[src/rtl/hc_subtractor.sv]
// hc_subtractor: 16-bit pipelined subtractor, Diff = A - B - Bin, built as
// A + ~B + ~Bin through a Han-Carlson parallel-prefix carry network.
//
// Pipeline (one register boundary per step, 7 enabled edges of latency):
//   s1  pre-processing: g/p/x from A and ~B, Cin = ~Bin folded into g[0]
//   s2  odd-pair combine: odd i takes (g,p)[i] o (g,p)[i-1]
//   s3  Kogge-Stone on odd positions, odd-span 1 (bit distance 2)
//   s4  Kogge-Stone on odd positions, odd-span 2 (bit distance 4)
//   s5  Kogge-Stone on odd positions, odd-span 4 (bit distance 8)
//   s6  even-position fix-up: even i takes g[i] | p[i] & G[i-1:0]
//   out difference/borrow output register (plus flags when enabled)
//
// Flow control: there is no ready. On a rising edge with en=1 every stage
// advances by one and in_valid/A/B/Bin are sampled into s1; on an edge with
// en=0 every register holds and the inputs are ignored. out_valid alone
// qualifies Diff/Bout; data registers load on every enabled edge whether or
// not their valid flag is set.
//
// Optional feature macro: HCSUB_FLAGS_EN adds the Ovf and Zero outputs,
// computed from the final difference in the output register stage.

module hc_subtractor (
  input  logic        clk,
  input  logic        rst,
  input  logic        en,
  input  logic        in_valid,
  input  logic [15:0] A,
  input  logic [15:0] B,
  input  logic        Bin,
  output logic        out_valid,
  output logic [15:0] Diff,
  output logic        Bout
`ifdef HCSUB_FLAGS_EN
  ,
  output logic        Ovf,
  output logic        Zero
`endif
);

  // Prefix-stage record: generate/propagate being combined in place, the raw
  // bitwise sum x = A ^ ~B kept for the final XOR, and the carry-in for bit 0.
  typedef struct packed {
    logic        v;
    logic        cin;
    logic [15:0] x;
    logic [15:0] g;
    logic [15:0] p;
`ifdef HCSUB_FLAGS_EN
    logic        a15;
    logic        b15;
`endif
  } pfx_t;

  // After the even fix-up the group propagates are no longer needed.
  typedef struct packed {
    logic        v;
    logic        cin;
    logic [15:0] x;
    logic [15:0] g;
`ifdef HCSUB_FLAGS_EN
    logic        a15;
    logic        b15;
`endif
  } fix_t;

  pfx_t s1_d, s1_q;
  pfx_t s2_d, s2_q;
  pfx_t s3_d, s3_q;
  pfx_t s4_d, s4_q;
  pfx_t s5_d, s5_q;
  fix_t s6_d, s6_q;

  logic [15:0] diff_d;
  logic        bout_d;
`ifdef HCSUB_FLAGS_EN
  logic        ovf_d;
  logic        zero_d;
`endif

  // s1: bitwise generate/propagate of A + ~B, carry-in folded into bit 0.
  always_comb begin
    s1_d      = '0;
    s1_d.v    = in_valid;
    s1_d.cin  = ~Bin;
    s1_d.x    = A ^ ~B;
    s1_d.g    = A & ~B;
    s1_d.p    = A ^ ~B;
    s1_d.g[0] = (A[0] & ~B[0]) | ((A[0] ^ ~B[0]) & ~Bin);
`ifdef HCSUB_FLAGS_EN
    s1_d.a15  = A[15];
    s1_d.b15  = B[15];
`endif
  end

  // s2: each odd position absorbs its even neighbour below (span of 2 bits).
  always_comb begin
    s2_d = s1_q;
    for (int i = 1; i < 16; i += 2) begin
      s2_d.g[i] = s1_q.g[i] | (s1_q.p[i] & s1_q.g[i-1]);
      s2_d.p[i] = s1_q.p[i] & s1_q.p[i-1];
    end
  end

  // s3: odd positions combine with the odd position 2 bits below (span 4).
  always_comb begin
    s3_d = s2_q;
    for (int i = 3; i < 16; i += 2) begin
      s3_d.g[i] = s2_q.g[i] | (s2_q.p[i] & s2_q.g[i-2]);
      s3_d.p[i] = s2_q.p[i] & s2_q.p[i-2];
    end
  end

  // s4: odd positions combine with the odd position 4 bits below (span 8).
  always_comb begin
    s4_d = s3_q;
    for (int i = 5; i < 16; i += 2) begin
      s4_d.g[i] = s3_q.g[i] | (s3_q.p[i] & s3_q.g[i-4]);
      s4_d.p[i] = s3_q.p[i] & s3_q.p[i-4];
    end
  end

  // s5: odd positions combine with the odd position 8 bits below; every odd
  // position now holds the full carry G[i:0].
  always_comb begin
    s5_d = s4_q;
    for (int i = 9; i < 16; i += 2) begin
      s5_d.g[i] = s4_q.g[i] | (s4_q.p[i] & s4_q.g[i-8]);
      s5_d.p[i] = s4_q.p[i] & s4_q.p[i-8];
    end
  end

  // s6: even positions pick up the finished carry of the odd bit below.
  // Bit 0 already holds G[0:0] because the carry-in was folded into it.
  always_comb begin
    s6_d     = '0;
    s6_d.v   = s5_q.v;
    s6_d.cin = s5_q.cin;
    s6_d.x   = s5_q.x;
    s6_d.g   = s5_q.g;
    for (int i = 2; i < 16; i += 2) begin
      s6_d.g[i] = s5_q.g[i] | (s5_q.p[i] & s5_q.g[i-1]);
    end
`ifdef HCSUB_FLAGS_EN
    s6_d.a15 = s5_q.a15;
    s6_d.b15 = s5_q.b15;
`endif
  end

  // Output stage: sum bit i uses the carry out of bit i-1 (cin for bit 0);
  // borrow-out is the inverted carry-out of bit 15.
  always_comb begin
    diff_d = s6_q.x ^ {s6_q.g[14:0], s6_q.cin};
    bout_d = ~s6_q.g[15];
`ifdef HCSUB_FLAGS_EN
    ovf_d  = (s6_q.a15 != s6_q.b15) & (diff_d[15] != s6_q.a15);
    zero_d = (diff_d == 16'h0000);
`endif
  end

  // Pipeline registers: all stages advance together on enabled edges; reset
  // clears every valid flag and the visible outputs regardless of en.
  always_ff @(posedge clk) begin
    if (en) begin
      s1_q      <= s1_d;
      s2_q      <= s2_d;
      s3_q      <= s3_d;
      s4_q      <= s4_d;
      s5_q      <= s5_d;
      s6_q      <= s6_d;
      out_valid <= s6_q.v;
      Diff      <= diff_d;
      Bout      <= bout_d;
`ifdef HCSUB_FLAGS_EN
      Ovf       <= ovf_d;
      Zero      <= zero_d;
`endif
    end
    if (rst) begin
      s1_q.v    <= 1'b0;
      s2_q.v    <= 1'b0;
      s3_q.v    <= 1'b0;
      s4_q.v    <= 1'b0;
      s5_q.v    <= 1'b0;
      s6_q.v    <= 1'b0;
      out_valid <= 1'b0;
      Diff      <= 16'h0000;
      Bout      <= 1'b0;
`ifdef HCSUB_FLAGS_EN
      Ovf       <= 1'b0;
      Zero      <= 1'b0;
`endif
    end
  end

endmodule

[config.mk]
export PLATFORM = sky130hd
export DESIGN_NAME = hc_subtractor
export DESIGN_NICKNAME = d
export VERILOG_FILES = /design/src/rtl/hc_subtractor.sv
export SDC_FILE = /design/constraint.sdc
export NUM_CORES = 1
export LEC_CHECK = 0
export CAP_MARGIN = 20
export CORE_UTILIZATION = 45
export CTS_CLUSTER_DIAMETER = 40
export CTS_CLUSTER_SIZE = 40
export DETAILED_ROUTE_END_ITERATION = 8
export GPL_TIMING_DRIVEN = 0
export PLACE_DENSITY = 0.75
export SETUP_SLACK_MARGIN = 0.3
export SLEW_MARGIN = 30
export SYNTH_ARGS = -nofsm -noshare
export SYNTH_HDL_FRONTEND = slang
export SYNTH_SLANG_ARGS = --single-unit
[constraint.sdc]
create_clock -name clk -period 1.7 [get_ports clk]
set_input_delay 0.34 -clock clk [delete_from_list [all_inputs] [get_ports clk]]
set_output_delay 0.34 -clock clk [all_outputs]
set_load 0.005 [all_outputs]
======== Yosys cells after proc, flatten, opt, wreduce, memory -nomap -nowiden ========
Cells that the tools add are included.
storage, ports and cells
  flip-flop bits (word level) ............. 285
  logic and storage cells ................. 130
  bits of input ports ..................... 37
operators by class
  bitwise logic cells ..................... 99
operators by type and width
  operator            count
  1-bit AND           58
  1-bit OR            33
  16-bit bitwise XOR  2
  16-bit AND          1
  16-bit NOT          1
  1-bit NOT           3
  1-bit bitwise XOR   1

======== Depth between registers and ports, before layout ========
Gate-level depths: netlist of run 1.
  word-level depth ........................ 4
  gate-level depth with buffers ........... 4

======== Worst setup path before layout of run 1 ========
Ideal clock, no wire load.
  kind .................................... input to register
  start ................................... input port B[0]
  end ..................................... register s1_q[16] (netlist bit) (data pin)
  stages on the path ...................... 3
  slack ................................... 651 ps
  arrival time ............................ 795 ps
  path through ............................ inv_1 -> ha_1 -> a21o_1
RTL lines
  what         RTL line  text
  from (decl)  28        input logic [15:0] B,
  to (decl)    66        pfx_t s1_d, s1_q;

======== Worst setup path after layout of run 1 ========
  start ................................... register Diff[0]
  end ..................................... output port Diff[0]
RTL lines
  what                    RTL line  text
  from (decl)             31        output logic [15:0] Diff,
  from (signal assigned)  171       Diff <= diff_d;
No word-level cell between the ends.

==> flow_metrics.py, run 1 <==
metrics = {
    "setup_path": {
        "crit_family": "flip-flops",
        "timing.reg2reg.worst_path_depth": 1,
        "cp_num_cells": 1,
        "crit_path_end": "Diff[0]",
        "worst-path-max-fanout": 2,
        "setup.worst_path.start_class": "flip-flop",
        "path_class": "flip-flop to primary output",
        "crit_chain": "clkdlybuf4s15_1",
        "worstPathBufferInverterCount": 1,
        "worst-endpoint-required_ps": 1360,
        "cpPeakStageDelay_ps": 340,
        "r2r_setup_slack_ps": 790,
        "cpMaxStageDelayCell": "sky130_fd_sc_hd__dfxtp_1",
        "crit_path_end_kind": "primary output",
        "worst_setup_path_startpoint": "Diff[0]",
        "regToRegStartpoint": "s4_q[19]",
        "rr_endpoint": "s5_q[27]",
        "cp_data_arrival_time_ps": 1020,
    },
    "routing": {
        "via_per_inst": 4.68,
        "drt_pass1_iterations": 4,
        "drc": 0,
        "detail_route.wirelength_mm": 10.1,
        "routed_wire_length_per_instance_um": 14.2,
        "dr.first_iter.drc_count": 133,
        "route.antenna.remaining_nets": 0,
        "detailroute.via_count": 3324,
    },
    "place": {
        "globalplace.congestion": 0.666,
        "detailedPlacementHpwl_mm": 5.99,
        "detailed_place.area_um2": 9030,
        "numPortBuffers": 54,
    },
    "pwr": {
        "power.share.combinational": 0.048,
        "powerDensity_nw_per_um2": 1190,
        "share_of_total_power_consumed_by_net_switching": 0.201,
        "static-leakage-power_nw": 3.54,
        "p_seq_frac": 0.606,
        "vdd_drop_max_uv": 588,
        "power.internal_mw": 9.28,
        "total_switching_power_mw": 2.34,
        "power.clock.fraction": 0.346,
    },
    "global_routing": {
        "use_met1": 0.130,
        "grt_first_pass_wirelength_mm": 16.1,
        "top_usage_layer": "met2",
        "grt_max_degree": 64,
        "met2_routing_resource_usage_after_global_routing": 0.200,
        "grt_pass1_vias": 3411,
        "grt_use_met3": 0.0230,
        "initial_antenna_violation_count": 0,
        "gr-total-overflow": 0,
        "globalRouteTotalUtil": 0.113,
    },
    "die": {
        "num_io_pins": 55,
        "chipHeight_um": 137,
        "rows": 48,
        "chipWidth_um": 137,
        "initial_utilization": 0.466,
        "fp.coreArea_um2": 17500,
        "die_area_um2": 18700,
    },
    "finish": {
        "fillCellCount": 1230,
        "nets_final": 528,
        "layout.cell_area.non_filler_um2": 9720,
        "layout.cells.most_common_list": "sky130_fd_sc_hd__edfxtp_1 (215), sky130_fd_sc_hd__clkdlybuf4s50_1 (35), sky130_fd_sc_hd__a21o_1 (33)",
        "antenna_cells": 0,
        "final_common_cell": "sky130_fd_sc_hd__edfxtp_1",
        "area.growth.synth_to_final_pct": 19.3,
        "final_layout_size_suffix_gt1_frac": 0.181,
    },
    "hold_path": {
        "min_path_type": "input port to flip-flop",
    },
    "logic_synthesis": {
        "synthCells": 393,
        "mappedNetlistNets": 446,
        "post_synth_instance_area_um2": 8150,
        "netlist_top_cells_area": "sky130_fd_sc_hd__edfxtp_1 (79%), sky130_fd_sc_hd__dfxtp_1 (5.9%), sky130_fd_sc_hd__a21o_1 (3.0%), sky130_fd_sc_hd__a211oi_2 (2.5%), sky130_fd_sc_hd__ha_1 (2.5%)",
        "yosysUniqueCellTypes": 17,
        "synth.largest_area_cell": "sky130_fd_sc_hd__edfxtp_1",
        "post-synth-top-area-fraction": 0.792,
        "postSynthAreaPerCell_um2": 20.7,
        "yosys_warnings": 0,
        "ys_seq_area_frac": 0.851,
        "yosys_register_bits": 239,
    },
    "clock_network": {
        "path_clk_slew_ps": 70,
        "h_tree_lvl_count": 1,
        "clockRootBuffer": "sky130_fd_sc_hd__clkbuf_16",
        "clock_tree_from_tritoncts": "yes",
        "cts_max_path_buffers": 3,
        "tritoncts.num_buffers": 18,
        "worst_skew_pair.late_latency_ps": 490,
        "clock_sinks": 239,
    },
    "sta": {
        "finalMaxSlewViolations": 0,
        "finalHoldWorstSlack_ps": 258,
        "hold_viol_final": 0,
        "maxSlewHeadroom": 0.763,
        "finClkSkew_ps": 12.4,
        "share_of_the_clock_period_used_by_the_worst_path": 0.800,
        "timing.setup.tns_ps": 0,
        "rsz0062_at_grt": "false",
        "layout_min_cycle_time_ps": 1360,
        "transition_time_at_the_pin_with_the_least_slew_margin_ps": 354,
        "fmax_ghz": 0.735,
        "final-setup-viol-count": 0,
    },
    "run": {
        "maxCapViolCount": 0,
    },
    "outcome": {
        "run_status": "finished, final reports clean",
    },
}
registers in the layout, summed over array words and instances, names as in the netlist:
| signal | flops |
|---|---|
| Bout | 1 |
| Diff | 16 |
| out_valid | 1 |
| s1_q | 34 |
| s2_q | 41 |
| s3_q | 40 |
| s4_q | 38 |
| s5_q | 34 |
| s6_q | 34 |
layout make-up:
type | instances | area [um2] | area share
inverter | 17 | 63.8 | 0.00656
timing repair buffer | 62 | 708 | 0.0728
clock inverter | 11 | 85.1 | 0.00875
clock buffer | 20 | 479 | 0.0493
buffer | 7 | 77.6 | 0.00798
multi-input combinational | 130 | 1070 | 0.111
tap | 225 | 282 | 0.0290
sequential | 239 | 6950 | 0.715
timing repair:
action / CTS / global route
gates resized for setup: 53 / 10
gates cloned: 2 / 1
buffers inserted: 2 / 1
hold buffers: 0 / 0
setup endpoints to repair: 42 / 23
pin swaps: 0 / 0
kinds of logic (layout without fill, tap and decap cells):
group                      Yosys count  count (layout)  synth area share
AOI/OAI and AO/OA                   50              50            0.0559
xor gates and xnor gates            16              16            0.0172
adders and majority gates           16              16            0.0246
buffers and inverters               24             117            0.0173
DFF                                239             239             0.851
muxes                                7               7           0.00859
and+or+nand+nor                     41              41            0.0256
cell usage after synthesis, drive strengths merged:
library cell,instances
and2,17
a211oi,17
a21o,33
ha,16
inv,17
nor2,24
mux2i,7
edfxtp,215
dfxtp,24
buf,7
xnor2,16
through the flow:
| stage | setup slack (ps) | utilization | total power, mW | cells |
|---|---|---|---|---|
| finish | 339 | 0.556 | 11.6 | 711 |
| global route | 300 | 0.556 | 12.0 | 711 |
| CTS | 284 | 0.555 | 11.7 | 709 |
| detailed placement | -570 | 0.517 | 7.70 | 674 |
| global placement | -6010 | 0.514 | 7.71 | 672 |
| floorplan | 651 | - | 7.34 | 393 |
how the worst min path moves through the flow:
stage	startpoint	to	cells after the start
5_1_grt	en	s2_q[16]	1
2_1_floorplan	s1_q[0]	s2_q[32]	0
6_report	en	s1_q[1]	1
4_1_cts	en	s1_q[16]	1
3_5_place_dp	s2_q[38]	s3_q[38]	0
3_3_place_gp	s2_q[32]	s3_q[32]	0
power by group through the flow:
stage | logic, mW | registers [mW] | clock network (mW)
floorplan | 0.227 | 7.11 | 0
global placement | 0.499 | 7.21 | 0
detailed placement | 0.534 | 7.16 | 0
CTS | 0.557 | 7.04 | 4.12
global route | 0.611 | 7.08 | 4.34
finish | 0.556 | 7.04 | 4.02
layer usage:
metal	routed length, um	share of wire
met1	4130	0.41
met5	0	0
met3	435	0.043
met2	5270	0.52
met4	235	0.023
Note: power is estimated with default switching activity, not from simulation.
==> run 2, diff against run 1 <==
--- a/config.mk
+++ b/config.mk
@@ -11,7 +11,7 @@
 export CTS_CLUSTER_SIZE = 40
 export DETAILED_ROUTE_END_ITERATION = 8
 export GPL_TIMING_DRIVEN = 0
-export PLACE_DENSITY = 0.75
+export PLACE_DENSITY = 0.77
 export SETUP_SLACK_MARGIN = 0.3
 export SLEW_MARGIN = 30
 export SYNTH_ARGS = -nofsm -noshare
==> constraint.sdc (replaced) <==
create_clock -name clk -period 1.2 [get_ports clk]
set_input_delay 0.24 -clock clk [delete_from_list [all_inputs] [get_ports clk]]
set_output_delay 0.24 -clock clk [all_outputs]
set_load 0.005 [all_outputs]
==> run 2 against run 1 <==
  * Register-to-register slack lost 480 ps
  * Count of clock-buffer cells in the layout rose by 1
  * Worst hold slack worse by 210 ps
  * Setup slack lost 320 ps
  * Die area is the same
  * Via count increased by 1.3%
  * Largest power group unchanged
==> flow_metrics.py, run 2 (synthesized netlist as in run 1, its figures left out) <==
metrics = {
    "global_routing": {
        "grt_first_pass_wirelength_mm": 16.8,
        "grt_pass1_vias": 3438,
        "grt_max_degree": 80,
        "gr-total-overflow": 0,
        "globalRouteTotalUtil": 0.116,
        "initial_antenna_violation_count": 0,
    },
    "die": {
        "rows": 48,
        "die_area_um2": 18700,
        "chipWidth_um": 137,
        "num_io_pins": 55,
        "fp.coreArea_um2": 17500,
        "chipHeight_um": 137,
        "initial_utilization": 0.466,
    },
    "finish": {
        "fillCellCount": 1204,
        "antenna_cells": 0,
        "finish.utilization": 0.569,
        "area.growth.synth_to_final_pct": 22.0,
        "layout.cell_area.non_filler_um2": 9950,
        "final_layout_size_suffix_gt1_frac": 0.232,
        "layout.cells.most_common_list": "sky130_fd_sc_hd__edfxtp_1 (215), sky130_fd_sc_hd__a21o_1 (33), sky130_fd_sc_hd__clkdlybuf4s50_1 (33)",
        "final_common_cell": "sky130_fd_sc_hd__edfxtp_1",
        "largest_register_ff_count": 41,
        "nets_final": 537,
        "register_with_the_highest_flop_count": "s2_q",
        "seqCellArea_um2": 6960,
        "registers_with_the_highest_flip_flop_counts": "s2_q: 41 flops, s3_q: 40 flops, s4_q: 38 flops",
        "multi_input_comb_area_um2": 1090,
    },
    "sta": {
        "fmax_ghz": 0.850,
        "rsz0062_at_grt": "true",
        "finClkSkew_ps": 33.7,
        "timing.setup.tns_ps": 0,
        "final.setup.worst_slack_ps": 23.8,
        "finalMaxSlewViolations": 0,
        "share_of_the_clock_period_used_by_the_worst_path": 0.980,
        "hold_viol_final": 0,
        "maxSlewHeadroom": 0.748,
        "layout_min_cycle_time_ps": 1180,
        "transition_time_at_the_pin_with_the_least_slew_margin_ps": 377,
        "final-setup-viol-count": 0,
    },
    "pwr": {
        "p_seq_frac": 0.573,
        "powerDensity_nw_per_um2": 1750,
        "total_power_mw": 17.4,
        "power.internal_mw": 13.8,
        "power.share.combinational": 0.049,
        "power.clock.fraction": 0.377,
        "static-leakage-power_nw": 3.67,
        "vdd_drop_max_uv": 913,
        "share_of_total_power_consumed_by_net_switching": 0.208,
        "total_switching_power_mw": 3.63,
    },
    "routing": {
        "via_per_inst": 4.67,
        "routed_wire_length_per_instance_um": 14.6,
        "detailroute.via_count": 3368,
        "route.antenna.remaining_nets": 0,
        "drc": 0,
        "detail_route.wirelength_mm": 10.5,
        "drt_pass1_iterations": 4,
        "dr.first_iter.drc_count": 220,
    },
    "setup_path": {
        "worst_setup_path_startpoint": "Diff[15]",
        "timing.reg2reg.worst_path_depth": 1,
        "r2r_setup_slack_ps": 310,
        "cpPeakStageDelay_ps": 340,
        "cpMaxStageDelayCell": "sky130_fd_sc_hd__dfxtp_2",
        "setup.worst_path.start_class": "flip-flop",
        "regToRegStartpoint": "s2_q[13]",
        "rr_endpoint": "s3_q[29]",
        "cp_data_arrival_time_ps": 940,
        "worstPathBufferInverterCount": 1,
        "crit_chain": "buf_6",
        "worst-path-max-fanout": 2,
        "crit_path_end_kind": "primary output",
        "crit_family": "flip-flops",
        "path_class": "flip-flop to primary output",
        "worst-endpoint-required_ps": 960,
    },
    "hold_path": {
        "hold_start": "en",
        "hold_endpoint": "s1_q[12]",
        "hold_path_depth": 1,
        "min_path_type": "input port to flip-flop",
    },
    "clock_network": {
        "tritoncts.num_buffers": 19,
        "worst_skew_pair.late_latency_ps": 510,
        "clock_tree_from_tritoncts": "yes",
        "clockRootBuffer": "sky130_fd_sc_hd__clkbuf_16",
        "h_tree_lvl_count": 1,
        "clock_sinks": 239,
        "cts_max_path_buffers": 3,
        "path_clk_slew_ps": 80,
    },
    "place": {
        "place_worst_setup_slack_ps": -604,
        "globalplace.congestion": 0.679,
        "detailed_place.area_um2": 9050,
        "numPortBuffers": 54,
        "detailedPlacementHpwl_mm": 6.08,
    },
    "run": {
        "maxCapViolCount": 0,
    },
    "outcome": {
        "run_status": "finished, final reports clean",
    },
}
run 2: power groups by stage:
stage	registers [mW]	logic (mW)	clock network, mW
floorplan	10.1	0.325	0
global placement	10.2	0.711	0
detailed placement	10.2	0.765	0
CTS	9.98	0.847	6.66
global route	10.0	0.935	6.99
finish	9.98	0.859	6.56
run 2: stage by stage:
step	cells	hold WS [ps]
floorplan	393	305
global placement	672	400
detailed placement	674	405
CTS	719	110
global route	721	42.3
finish	721	51.0
run 2: repair_timing:
action,CTS,global route
hold endpoints to repair,0,0
gates cloned,3,1
buffers inserted,9,1
gates resized for setup,105,4
endpoints found under the setup margin,58,23
hold buffers,0,0
pin swaps,0,4
run 2: layer usage:
metal / vias to the layer above / wire length, um / track usage
met5: - / 0 / 0
met4: 0 / 253 / 0.0506
met3: 20 / 437 / 0.0207
met2: 70 / 5560 / 0.214
met1: 1611 / 4290 / 0.132
li1: 1667 / - / -
run 2: how the worst max path moves through the flow:
stage,to,slack (ps),cells after the start
global route,Diff[10],-4,1
finish,Diff[15],20,1
global placement,s1_q[49],-6400,5
detailed placement,s1_q[49],-600,6
floorplan,s1_q[16],330,3
CTS,Diff[11],6,1
run 2: cell type report:
class,instances,share of cell area
sequential,239,0.700
multi-input combinational,130,0.110
timing repair buffer,70,0.0810
clock buffer,21,0.0486
tap,225,0.0283
clock inverter,12,0.0184
buffer,7,0.00780
inverter,17,0.00642
